$ cat src/rtl/fetch_pkg.sv
// fetch_pkg: shared types and constants for the instruction fetch stage.
//   fetch_state_t : fetch FSM states (IDLE, RUN, HALTED)
//   *_MSB/_LSB    : bit positions of the instruction fields
//   SUS_OPC/SUS_F : suspend encoding driven into invalid slots so the decoder
//                   asserts no writes
package fetch_pkg;

  typedef enum logic [1:0] {
    IDLE   = 2'd0,
    RUN    = 2'd1,
    HALTED = 2'd2
  } fetch_state_t;

  localparam int OPC_MSB   = 8;
  localparam int OPC_LSB   = 5;
  localparam int F_BIT     = 4;
  localparam int RADDR_MSB = 3;
  localparam int RADDR_LSB = 0;

  localparam logic [3:0] SUS_OPC   = 4'b1111;
  localparam logic       SUS_F     = 1'b1;
  localparam logic [3:0] IDLE_RADDR = 4'b0000;

endpackage

$ cat src/rtl/branch_lut.sv
// branch_lut: combinational table mapping a 4-bit target index (taken from the
// instruction's low nibble) to a full program-counter value for jumps and
// taken branches. Contents are program specific.
//   idx_i    in  4     target index
//   target_o out PC_W  jump/branch destination
module branch_lut #(
  parameter int PC_W = 10
) (
  input  logic [3:0]      idx_i,
  output logic [PC_W-1:0] target_o
);

  always_comb begin
    target_o = '0;
    case (idx_i)
      4'd0:  target_o = PC_W'(10'h000);
      4'd1:  target_o = PC_W'(10'h010);
      4'd2:  target_o = PC_W'(10'h020);
      4'd3:  target_o = PC_W'(10'h080);
      4'd4:  target_o = PC_W'(10'h100);
      4'd5:  target_o = PC_W'(10'h200);
      4'd6:  target_o = PC_W'(10'h300);
      4'd7:  target_o = PC_W'(10'h3FF);
      4'd8:  target_o = PC_W'(10'h042);
      4'd9:  target_o = PC_W'(10'h025);
      4'd10: target_o = PC_W'(10'h155);
      4'd11: target_o = PC_W'(10'h2AA);
      4'd12: target_o = PC_W'(10'h0F0);
      4'd13: target_o = PC_W'(10'h30F);
      4'd14: target_o = PC_W'(10'h3F0);
      4'd15: target_o = PC_W'(10'h001);
      default: target_o = '0;
    endcase
  end

endmodule

$ cat src/rtl/instr_fetch.sv
// instr_fetch: program counter / fetch stage feeding the control decoder.
//   CLK, reset_n         clock, asynchronous active-low reset
//   start, start_addr    1-cycle pulse loads PC from start_addr and runs
//   instr_in             ROM data at pc_out (combinational ROM)
//   halt_ctrl, j, br_ne, br_lt   decoder control for the current instruction
//   ne_flag, lt_flag     branch condition flags
//   pc_out               ROM address
//   instr_valid          high only while running
//   opcode, f, raddr1    instruction fields, suspend encoding when not valid
//   done                 high while halted
//   cycle_count          running cycles since the last start (saturating)
module instr_fetch
  import fetch_pkg::*;
#(
  parameter int PC_W   = 10,
  parameter int INST_W = 9,
  parameter int CNT_W  = 16
) (
  input  logic              CLK,
  input  logic              reset_n,
  input  logic              start,
  input  logic [PC_W-1:0]   start_addr,
  input  logic [INST_W-1:0] instr_in,
  input  logic              halt_ctrl,
  input  logic              j,
  input  logic              br_ne,
  input  logic              br_lt,
  input  logic              ne_flag,
  input  logic              lt_flag,
  output logic [PC_W-1:0]   pc_out,
  output logic              instr_valid,
  output logic [3:0]        opcode,
  output logic              f,
  output logic [3:0]        raddr1,
  output logic              done,
  output logic [CNT_W-1:0]  cycle_count
);

  fetch_state_t      state_q, state_d;
  logic [PC_W-1:0]   pc_q, pc_d;
  logic [CNT_W-1:0]  cnt_q, cnt_d;
  logic [PC_W-1:0]   lut_target;
  logic              redirect;

  branch_lut #(.PC_W(PC_W)) u_branch_lut (
    .idx_i    (instr_in[RADDR_MSB:RADDR_LSB]),
    .target_o (lut_target)
  );

  // j takes precedence over branches only in the sense that any of them
  // selects the same table entry; halt is resolved before this is used.
  assign redirect = j | (br_ne & ne_flag) | (br_lt & lt_flag);

  always_ff @(posedge CLK or negedge reset_n) begin
    if (!reset_n) begin
      state_q <= IDLE;
      pc_q    <= '0;
      cnt_q   <= '0;
    end else begin
      state_q <= state_d;
      pc_q    <= pc_d;
      cnt_q   <= cnt_d;
    end
  end

  always_comb begin
    state_d = state_q;
    pc_d    = pc_q;
    cnt_d   = cnt_q;
    if (start) begin
      // start reloads from any state, overriding halt and redirects
      state_d = RUN;
      pc_d    = start_addr;
      cnt_d   = '0;
    end else begin
      case (state_q)
        RUN: begin
          // the suspend cycle itself is counted
          if (cnt_q != '1) begin
            cnt_d = cnt_q + CNT_W'(1);
          end
          if (halt_ctrl) begin
            state_d = HALTED;          // pc stays on the SUS instruction
          end else if (redirect) begin
            pc_d = lut_target;
          end else begin
            pc_d = pc_q + PC_W'(1);    // wraps naturally at 2**PC_W
          end
        end
        default: begin
          // IDLE and HALTED hold everything; control inputs are ignored
        end
      endcase
    end
  end

  assign pc_out      = pc_q;
  assign instr_valid = (state_q == RUN);
  assign done        = (state_q == HALTED);
  assign cycle_count = cnt_q;

  assign opcode = instr_valid ? instr_in[OPC_MSB:OPC_LSB]     : SUS_OPC;
  assign f      = instr_valid ? instr_in[F_BIT]               : SUS_F;
  assign raddr1 = instr_valid ? instr_in[RADDR_MSB:RADDR_LSB] : IDLE_RADDR;

endmodule

$ cat config.mk
export PLATFORM = sky130hd
export DESIGN_NAME = instr_fetch
export DESIGN_NICKNAME = d
export VERILOG_FILES = /design/src/rtl/fetch_pkg.sv /design/src/rtl/branch_lut.sv /design/src/rtl/instr_fetch.sv
export SDC_FILE = /design/constraint.sdc
export NUM_CORES = 1
export LEC_CHECK = 0
export CAP_MARGIN = 10
export CORE_MARGIN = 5
export CORE_UTILIZATION = 40
export DETAILED_ROUTE_END_ITERATION = 7
export GPL_ROUTABILITY_DRIVEN = 0
export GPL_TIMING_DRIVEN = 0
export PLACE_DENSITY_LB_ADDON = 0.3
export SYNTH_ARGS = -nofsm -noshare
export SYNTH_HDL_FRONTEND = slang
export SYNTH_SLANG_ARGS = --single-unit
$ cat constraint.sdc
create_clock -name CLK -period 1.94 [get_ports CLK]
set_input_delay 0.194 -clock CLK [delete_from_list [all_inputs] [get_ports CLK]]
set_output_delay 0.194 -clock CLK [all_outputs]
set_load 0.05 [all_outputs]
==> results of run 1 <==
synth_stat cells, drive strengths merged, types with 2 or more instances:
master,number
nor2b,9
a2111oi,3
nor4,2
dfrtp,28
ha,6
o211ai,8
o21ai,8
or4,2
xnor2,14
nand2b,9
a221oi,2
inv,9
nand4,3
and2,3
nand2,16
nor3,6
a211o,3
clkbuf,5
a31oi,2
and4,2
a211oi,7
buf,4
nand3,8
o31ai,2
a21oi,18
mux2i,2
a221o,3
xor2,4
nor2,26
cell usage in the layout, fill, tap and decap left out, drive strengths merged, types with 2 or more instances in the layout:
cell / n
clkdlybuf4s50: 52
dfrtp: 28
nor2: 26
a21oi: 18
nand2: 16
xnor2: 14
nand2b: 9
nor2b: 9
inv: 9
o21ai: 8
nand3: 8
o211ai: 8
clkbuf: 8
buf: 8
a211oi: 7
clkdlybuf4s15: 6
ha: 6
nor3: 6
xor2: 4
and2: 3
nand4: 3
a221o: 3
a211o: 3
a2111oi: 3
and4: 2
mux2i: 2
o31ai: 2
a31oi: 2
nor4: 2
or4: 2
dlygate4sd2: 2
a221oi: 2
layout make-up:
class                      instances  share of cell area, %
multi-input combinational        178                   42.5
sequential                        28                   25.2
timing repair buffer              64                   23.2
tap                               67                   2.98
buffer                            10                   2.36
clock buffer                       3                   1.47
inverter                           9                   1.20
clock inverter                     1                   1.07
power by group:
| part | internal [mW] | switching [mW] |
|---|---|---|
| registers | 0.617 | 0.0515 |
| clock network | 0.277 | 0.193 |
| logic | 0.228 | 0.367 |
| total | 1.12 | 0.611 |
final timing paths:
check                                        from  slack [ns]  depth (start not counted)                          to
setup / recovery           state_q[0]$_DFFE_PN0P_        0.11                          2                        done
hold / removal                            reset_n        0.29                          1       pc_out[4]$_DFFE_PN0P_
setup reg to reg           state_q[1]$_DFFE_PN0P_        0.18                          6       pc_out[0]$_DFFE_PN0P_
hold reg to reg            state_q[1]$_DFFE_PN0P_        0.55                          2      state_q[1]$_DFFE_PN0P_
max in group asynchronous                 reset_n        1.13                          2  cycle_count[2]$_DFFE_PN0P_
min in group CLK                    start_addr[0]        0.48                          3       pc_out[0]$_DFFE_PN0P_
routing by layer:
layer / global-route usage (%) / wire [um] / up-vias
li1: - / - / 953
met1: 23.9 / 2450 / 954
met2: 31.0 / 2730 / 49
met3: 3.36 / 250 / 4
met4: 3.89 / 40 / 0
met5: 0 / 0 / -
cells by family after synthesis:
kind of cell / Yosys count
multiplexers: 3
AND/OR/NAND/NOR: 88
adder cells (fa/ha/maj): 6
flip-flops: 28
AO/OA/AOI/OAI: 63
XOR/XNOR: 18
buffers and inverters: 19
stage by stage:
| step | power [mW] | cell area, um2 | worst slack, ns | utilization, % |
|---|---|---|---|---|
| 2_1_floorplan | 1.04 | 1980 | 0.00282 | - |
| 3_3_place_gp | 1.27 | 2690 | -0.340 | 56.7 |
| 3_5_place_dp | 1.28 | 2720 | -0.363 | 57.2 |
| 4_1_cts | 1.74 | 2790 | 0.0419 | 58.7 |
| 5_1_grt | 1.82 | 2810 | 0.00819 | 59.1 |
| 6_report | 1.73 | 2810 | 0.110 | 59.1 |
flip-flops by register name (all words and copies together), names as in the netlist:
name         cells
state_q          2
pc_out          10
cycle_count     16
worst max-delay path, cell delays in order, from the launching register on:
cell	delay, ns
dfrtp_1	0.42
nor2b_1	0.13
clkdlybuf4s50_1	0.81
what timing repair did:
| item | in CTS | in global routing |
|---|---|---|
| endpoints found under the setup margin | 10 | 16 |
| pin swaps | 0 | 1 |
| gates resized for setup | 32 | 11 |
==> flow_metrics.tcl, run 1 <==
set metrics [dict create \
    critical_path.max_fanout 4 \
    ioPinCount 65 \
    drv_cap 0 \
    synthMuxAreaShare_pct 1.59 \
    rows 25 \
    crit_required_ns 1.75 \
    detail-route-antenna-nets 0 \
    synth-xor-area-share_pct 8.00 \
    place_inst 356 \
    fin_crit_sh_pct 94.3 \
    num_vias 1960 \
    clockBufferDepth 2 \
    hp-class "in2async" \
    setup-tns-final_ns 0 \
    syn_inst 225 \
    die_w_um 80.2 \
    ys_seq_area_share_pct 35.6 \
    grt_util_all_layers_pct 18.2 \
    drt_iter0_markers 121 \
    io_buffers 63 \
    synth_compound_area_share_pct 22.6 \
    clock_sinks 28 \
    multiInputGateArea_um2 1190 \
    yosys.area.top_type "dfrtp_1" \
    worst_clock_skew_ns 0.00224 \
    initial_core_util_pct 41.4 \
    cts-htree-levels 1 \
    fillerInstances 453 \
    ir_drop_mv 0.652 \
    crit_type "reg2out" \
    postCtsSetupBuffers 0 \
    rsz0062_at_grt "no" \
    yosys.area_share.adder_pct 3.81 \
    yosys.area_share.simple_pct 23.6 \
    status "completed" \
    max_freq_ghz 0.546 \
    synth_edf_count 0 \
    async_flop_share_pct 100 \
    clock_latency_ns 0.28 \
    synth_area_per_cell_um2 8.76 \
    hold_viol_final 0 \
    dr.pass1.iters 4 \
    insertedDiodeCount 0 \
    syn_area_um2 1970 \
    seq_area_um2 708 \
    grt_pass1_wl_mm 9.36 \
    finalSetupViolations 0 \
    p_per_area_nw_per_um2 617 \
    synthToLayoutAreaGrowth_pct 42.5 \
    die_area_um2 6430 \
    antenna_found_initial 0 \
    p_leak_nw 1.08 \
    yosys.area.top_type_share_pct 35.6 \
    cp-end-kind "output port" \
    dp_hpwl_mm 4.31 \
    clkTransAtPathRegs_ns 0.10 \
    crit_arrival_ns 1.64 \
    routedWlPerCell_um 15.2 \
    ys_ff_latch 28 \
    finalNonFillerCells 360 \
    grt_pass1_vias 1957 \
    tightest_slew_ns 0.626 \
    grt_max_degree 18 \
    fp.coreArea_um2 4750 \
    drc 0 \
    slew_violations 0 \
    routed_wl_mm 5.47 \
    hold_slack_ns 0.294 \
    synth_area_leaders "dfrtp_1 36%, xnor2_1 6.2%, nor2_1 5.0%" \
    fin_nets 328 \
    fin_crit_ns 1.83 \
    start_kind "register" \
    root_buffer "clkbuf_8" \
    ys.flop_type "dfrtp_1" \
    max-slew-margin-rel_pct 58.1 \
    die_h_um 80.2 \
    drive_gt1_share_pct 13.3 \
    yosys_warnings 0 \
    cts_tree "built" \
    syn-num-nets 259 \
    cts_buffers 3 \
    synth_cell_type_count 46 \
    via_per_inst 5.44 \
    overflow 0 \
    synth_top_family_by_area "simple AND/OR/NAND/NOR gates" \
    cts_hold_buf 0 \
]
Note: power is estimated with default switching activity, not from simulation.
==> run 2, diff against run 1 <==
==> constraint.sdc (replaced) <==
create_clock -name CLK -period 1.6 [get_ports CLK]
set_input_delay 0.16 -clock CLK [delete_from_list [all_inputs] [get_ports CLK]]
set_output_delay 0.16 -clock CLK [all_outputs]
set_load 0.05 [all_outputs]
==> run 2 against run 1 <==
Against the previous run: the flow now finishes with violations (setup timing); critical path depth increased by 4; clock skew grew 0.0013 ns; cell count up 6.7%; global-route usage rose by 0.76 points; clock power down 13%; non-clock buffer count is 24 higher; largest cell class unchanged; largest power group unchanged.
==> flow_metrics.tcl, run 2 (synthesis gave the netlist of run 1 again) <==
set metrics [dict create \
    status "complete, but fails checks" \
    violations "setup timing" \
    via_per_inst 5.37 \
    initial_core_util_pct 41.4 \
    synthToLayoutAreaGrowth_pct 58.2 \
    drive_gt1_share_pct 31.9 \
    die_area_um2 6430 \
    cts_buffers 3 \
    drv_cap 0 \
    cts_tree "built" \
    num_vias 2062 \
    ir_drop_mv 0.489 \
    dr.pass1.iters 4 \
    dp_hpwl_mm 4.27 \
    fp.coreArea_um2 4750 \
    slew_violations 0 \
    place_ws_ns -0.644 \
    grt_pass1_wl_mm 9.61 \
    crit_arrival_ns 1.79 \
    tightest_slew_ns 0.769 \
    clock_sinks 28 \
    finalNonFillerCells 384 \
    root_buffer "clkbuf_8" \
    drc 0 \
    grt_pass1_vias 2033 \
    crit_type "reg2reg" \
    insertedDiodeCount 0 \
    fin_crit_sh_pct 101 \
    routedLengthMet1_mm 2.48 \
    overflow 0 \
    wl_met3_um 406 \
    largest_reg_flops 16 \
    wl_met2_mm 3.07 \
    start_kind "register" \
    routedWlPerCell_um 15.9 \
    ioPinCount 65 \
    max_freq_ghz 0.620 \
    hold_slack_ns 0.319 \
    final_cell_mix "28 x dlygate4sd2_1, 24 x nor2_1, 24 x clkdlybuf4s50_1" \
    final_common_cell "dlygate4sd2_1" \
    cts-htree-levels 1 \
    worst_clock_skew_ns 0.00358 \
    place_inst 356 \
    cp-end-kind "register" \
    clock_latency_ns 0.28 \
    drt_iter0_markers 116 \
    fin_nets 352 \
    fillerInstances 403 \
    die_h_um 80.2 \
    hp-class "in2async" \
    final_util_pct 65.6 \
    p_leak_nw 1.31 \
    crit_required_ns 1.77 \
    grt_max_degree 17 \
    clkTransAtPathRegs_ns 0.10 \
    die_w_um 80.2 \
    routed_wl_mm 6.11 \
    rows 25 \
    grt_util_all_layers_pct 18.9 \
    fin_crit_ns 1.61 \
    final.setup.worst_slack_ns -0.0116 \
    finalSetupViolations 1 \
    reg2reg_depth 6 \
    p_per_area_nw_per_um2 653 \
    antenna_found_initial 0 \
    power.total_mw 2.03 \
    io_buffers 63 \
    rsz0062_at_grt "yes" \
    detail-route-antenna-nets 0 \
    hold_viol_final 0 \
    max-slew-margin-rel_pct 48.6 \
    critical_path.max_fanout 6 \
    top_layer "met4" \
    clockBufferDepth 2 \
]
[run 2: what timing repair did]
action	in CTS	in global routing
cloned	0	1
gates resized for setup	94	35
pin swaps	6	11
buffers inserted	11	12
setup endpoints to repair	61	30
hold buffers	0	0
[run 2: worst max-delay path: stages (launching register included)]
cell	delay, ns
dfrtp_2	0.41
nand4_1	0.11
buf_6	0.15
nor3_4	0.29
and2_4	0.22
nor3_2	0.04
mux2_4	0.28
[run 2: routing by layer]
layer | track usage [%] | vias up
li1 | - | 1001
met1 | 22.5 | 979
met2 | 32.9 | 68
met3 | 4.60 | 14
met4 | 6.76 | 0
met5 | 0 | -
[run 2: final timing paths]
check / from / to / slack [ns]
worst max-delay path: cycle_count[12]$_DFFE_PN0P_ / cycle_count[0]$_DFFE_PN0P_ / -0.01
worst min-delay path: reset_n / pc_out[1]$_DFFE_PN0P_ / 0.32
min in group CLK: start_addr[0] / pc_out[0]$_DFFE_PN0P_ / 0.44
worst max register to register: cycle_count[12]$_DFFE_PN0P_ / cycle_count[0]$_DFFE_PN0P_ / -0.01
max in group asynchronous: reset_n / cycle_count[5]$_DFFE_PN0P_ / 0.71
worst min register to register: state_q[1]$_DFFE_PN0P_ / state_q[1]$_DFFE_PN0P_ / 0.54
[run 2: final cells by class]
cell class | instances | area (um2) | area share, %
plain buffers | 10 | 87.6 | 2.81
clock buffers | 4 | 45.0 | 1.45
inverters | 9 | 38.8 | 1.24
multi-input cells | 178 | 1340 | 42.9
flip-flops and latches | 28 | 728 | 23.4
well taps | 67 | 83.8 | 2.69
repair buffers | 88 | 796 | 25.5
[run 2: stage by stage]
step | instance area, um2 | TNS [ns]
floorplan | 2050 | -0.670
detailed placement | 2780 | -8.63
global placement | 2760 | -12.98
CTS | 2900 | -0.0510
global route | 3120 | -0.316
finish | 3120 | -0.0116
[run 2: power breakdown]
part	total, mW	switching, mW	internal, mW
logic	0.804	0.488	0.316
clock network	0.409	0.230	0.179
registers	0.821	0.0660	0.755
total	2.03	0.784	1.25
==> run 3, diff against run 2 <==
--- a/config.mk
+++ b/config.mk
@@ -14,4 +14,6 @@
 export PLACE_DENSITY_LB_ADDON = 0.3
 export SYNTH_ARGS = -nofsm -noshare
 export SYNTH_HDL_FRONTEND = slang
+export SYNTH_HIERARCHICAL = 1
 export SYNTH_SLANG_ARGS = --single-unit
+export TNS_END_PERCENT = 1
==> constraint.sdc (replaced) <==
create_clock -name CLK -period 1.9 [get_ports CLK]
set_input_delay 0.19 -clock CLK [delete_from_list [all_inputs] [get_ports CLK]]
set_output_delay 0.19 -clock CLK [all_outputs]
set_load 0.05 [all_outputs]
==> run 3 against run 2 <==
Against the previous run: register-to-register slack gained 0.11 ns; critical path depth shrank 1; the run now ends clean; count of clock-buffer cells in the layout shrank 1.
==> flow_metrics.tcl, run 3 <==
set metrics [dict create \
    fin_nets 350 \
    clock_latency_ns 0.27 \
    die_area_um2 6700 \
    grt_pass1_vias 2042 \
    yosysMostFrequentCell "nand2_1" \
    cp_slowest_cell "dfrtp_1" \
    drv_cap 0 \
    io_buffers 64 \
    fin_crit_ns 1.86 \
    power.total_mw 1.61 \
    ys.flop_type "dfrtp_1" \
    ys_seq_area_share_pct 33.9 \
    syn_inst 244 \
    root_buffer "clkbuf_8" \
    routedWlPerCell_um 14.7 \
    antenna_found_initial 0 \
    rrSetupSlack_ns 0.10 \
    yosys.area.top_type_share_pct 33.9 \
    num_vias 2001 \
    drt_iter0_markers 77 \
    cp-end-kind "output port" \
    final.setup.worst_slack_ns 0.0408 \
    finalNonFillerCells 382 \
    synth_common_cells "30 x nand2_1, 28 x dfrtp_1, 24 x nor2_1, 14 x xnor2_1, 12 x a21oi_1" \
    async_flop_share_pct 100 \
    crit_required_ns 1.71 \
    insertedDiodeCount 0 \
    crit_start "state_q[1]$_DFFE_PN0P_" \
    fp.coreArea_um2 5070 \
    yosys.area.top_type "dfrtp_1" \
    detail-route-antenna-nets 0 \
    drive_gt1_share_pct 10.3 \
    crit_arrival_ns 1.67 \
    p_leak_nw 1.16 \
    ioPinCount 65 \
    tightest_slew_ns 0.749 \
    clkTransAtPathRegs_ns 0.09 \
    start_kind "register" \
    ir_drop_mv 0.387 \
    cts-htree-levels 1 \
    via_per_inst 5.24 \
    crit_type "reg2out" \
    dp_hpwl_mm 4.35 \
    hp-class "in2async" \
    place_ws_ns -0.360 \
    worst_clock_skew_ns 0.00323 \
    synth_edf_count 0 \
    rsz0062_at_grt "yes" \
    die_w_um 81.9 \
    crit_path_cell_trace "nand2b_1, buf_2, inv_4, or2b_1, clkdlybuf4s15_2" \
    die_h_um 81.9 \
    final_common_cell "clkdlybuf4s50_1" \
    synth_cell_type_count 52 \
    slew_violations 0 \
    finalSetupViolations 0 \
    grt_max_degree 16 \
    synthToLayoutAreaGrowth_pct 37.4 \
    synth_area_leaders "dfrtp_1 34%, xnor2_1 5.9%, nand2_1 5.5%" \
    largest_reg_flops 16 \
    clockBufferDepth 2 \
    cts_buffers 3 \
    cts_tree "built" \
    grt_util_all_layers_pct 17.9 \
    cts_hold_buf 0 \
    clock_sinks 28 \
    synth_area_per_cell_um2 8.47 \
    fin_crit_sh_pct 97.9 \
    p_per_area_nw_per_um2 568 \
    slowest_delay_ns 0.41 \
    reg2reg_depth 6 \
    critical_path.max_fanout 9 \
    r2r_end "cycle_count[3]$_DFFE_PN0P_" \
    final_util_pct 55.9 \
    dr.pass1.iters 4 \
    syn_area_um2 2070 \
    critPathCapture "f" \
    grt_pass1_wl_mm 9.46 \
    ys_ff_latch 28 \
    drc 0 \
    final_cell_mix "51 x clkdlybuf4s50_1, 30 x nand2_1, 28 x dfrtp_1" \
    max-slew-margin-rel_pct 49.9 \
    hold_slack_ns 0.345 \
    status "completed" \
    worstReg2RegStart "cycle_count[0]$_DFFE_PN0P_" \
    yosys_warnings 6 \
    syn-num-nets 280 \
    hold_viol_final 0 \
    initial_core_util_pct 40.7 \
    overflow 0 \
    place_inst 379 \
    rows 26 \
    routed_wl_mm 5.61 \
    max_freq_ghz 0.538 \
]
## run 3: how the worst min path moves through the flow
stage | to | slack [ns]
CTS | pc_out[1]$_DFFE_PN0P_ | 0.37
global placement | state_q[1]$_DFFE_PN0P_ | 0.50
floorplan | cycle_count[0]$_DFFE_PN0P_ | -0.11
finish | pc_out[4]$_DFFE_PN0P_ | 0.35
detailed placement | state_q[1]$_DFFE_PN0P_ | 0.51
global route | pc_out[4]$_DFFE_PN0P_ | 0.40
## run 3: area by class of cell
class / count / area, um2
fill: 500 / 2240
multi-input combinational: 198 / 1270
sequential: 28 / 701
timing repair buffer: 65 / 637
tap: 70 / 87.6
buffer: 12 / 72.6
clock buffer: 3 / 41.3
inverter: 6 / 25.0
## run 3: stage by stage
step / TNS, ns / instance area [um2]
after floorplan: -0.124 / 2070
after global placement: -5.30 / 2800
after detailed placement: -5.98 / 2810
after CTS: -0.00500 / 2820
after global routing: -0.0699 / 2840
final: 0 / 2840
## run 3: layer usage
metal / GRT usage, % / vias up / share of wire (%)
li1: - / 1000 / -
met1: 23.1 / 948 / 46
met2: 31.3 / 48 / 49
met3: 3.07 / 5 / 4.2
met4: 3.65 / 0 / 0.75
met5: 0 / - / 0
## run 3: report_power, final
part | internal (mW) | total [mW] | switching (mW)
logic | 0.232 | 0.606 | 0.374
clock network | 0.143 | 0.327 | 0.184
registers | 0.630 | 0.679 | 0.0497
## run 3: kinds of logic (layout without fill, tap and decap cells)
logic type | after synthesis | in the layout | share of synthesized area, %
AO/OA/AOI/OAI | 59 | 59 | 19.0
XOR/XNOR | 18 | 18 | 7.63
adder cells (fa/ha/maj) | 8 | 8 | 4.85
buffers and inverters | 18 | 86 | 4.42
flip-flops | 28 | 28 | 33.9
multiplexers | 5 | 5 | 3.09
AND/OR/NAND/NOR | 108 | 108 | 27.1
## run 3: what timing repair did
item	4_1_cts	5_1_grt
gates cloned	0	0
setup endpoints to repair	10	15
setup buffers	0	0
gates resized for setup	54	7
## run 3: critical path, delay by kind of cell, from the launching register on
kind	cells	cell delay (ns)
buf+inv	3	0.62
flops	1	0.41
simple gates	2	0.37
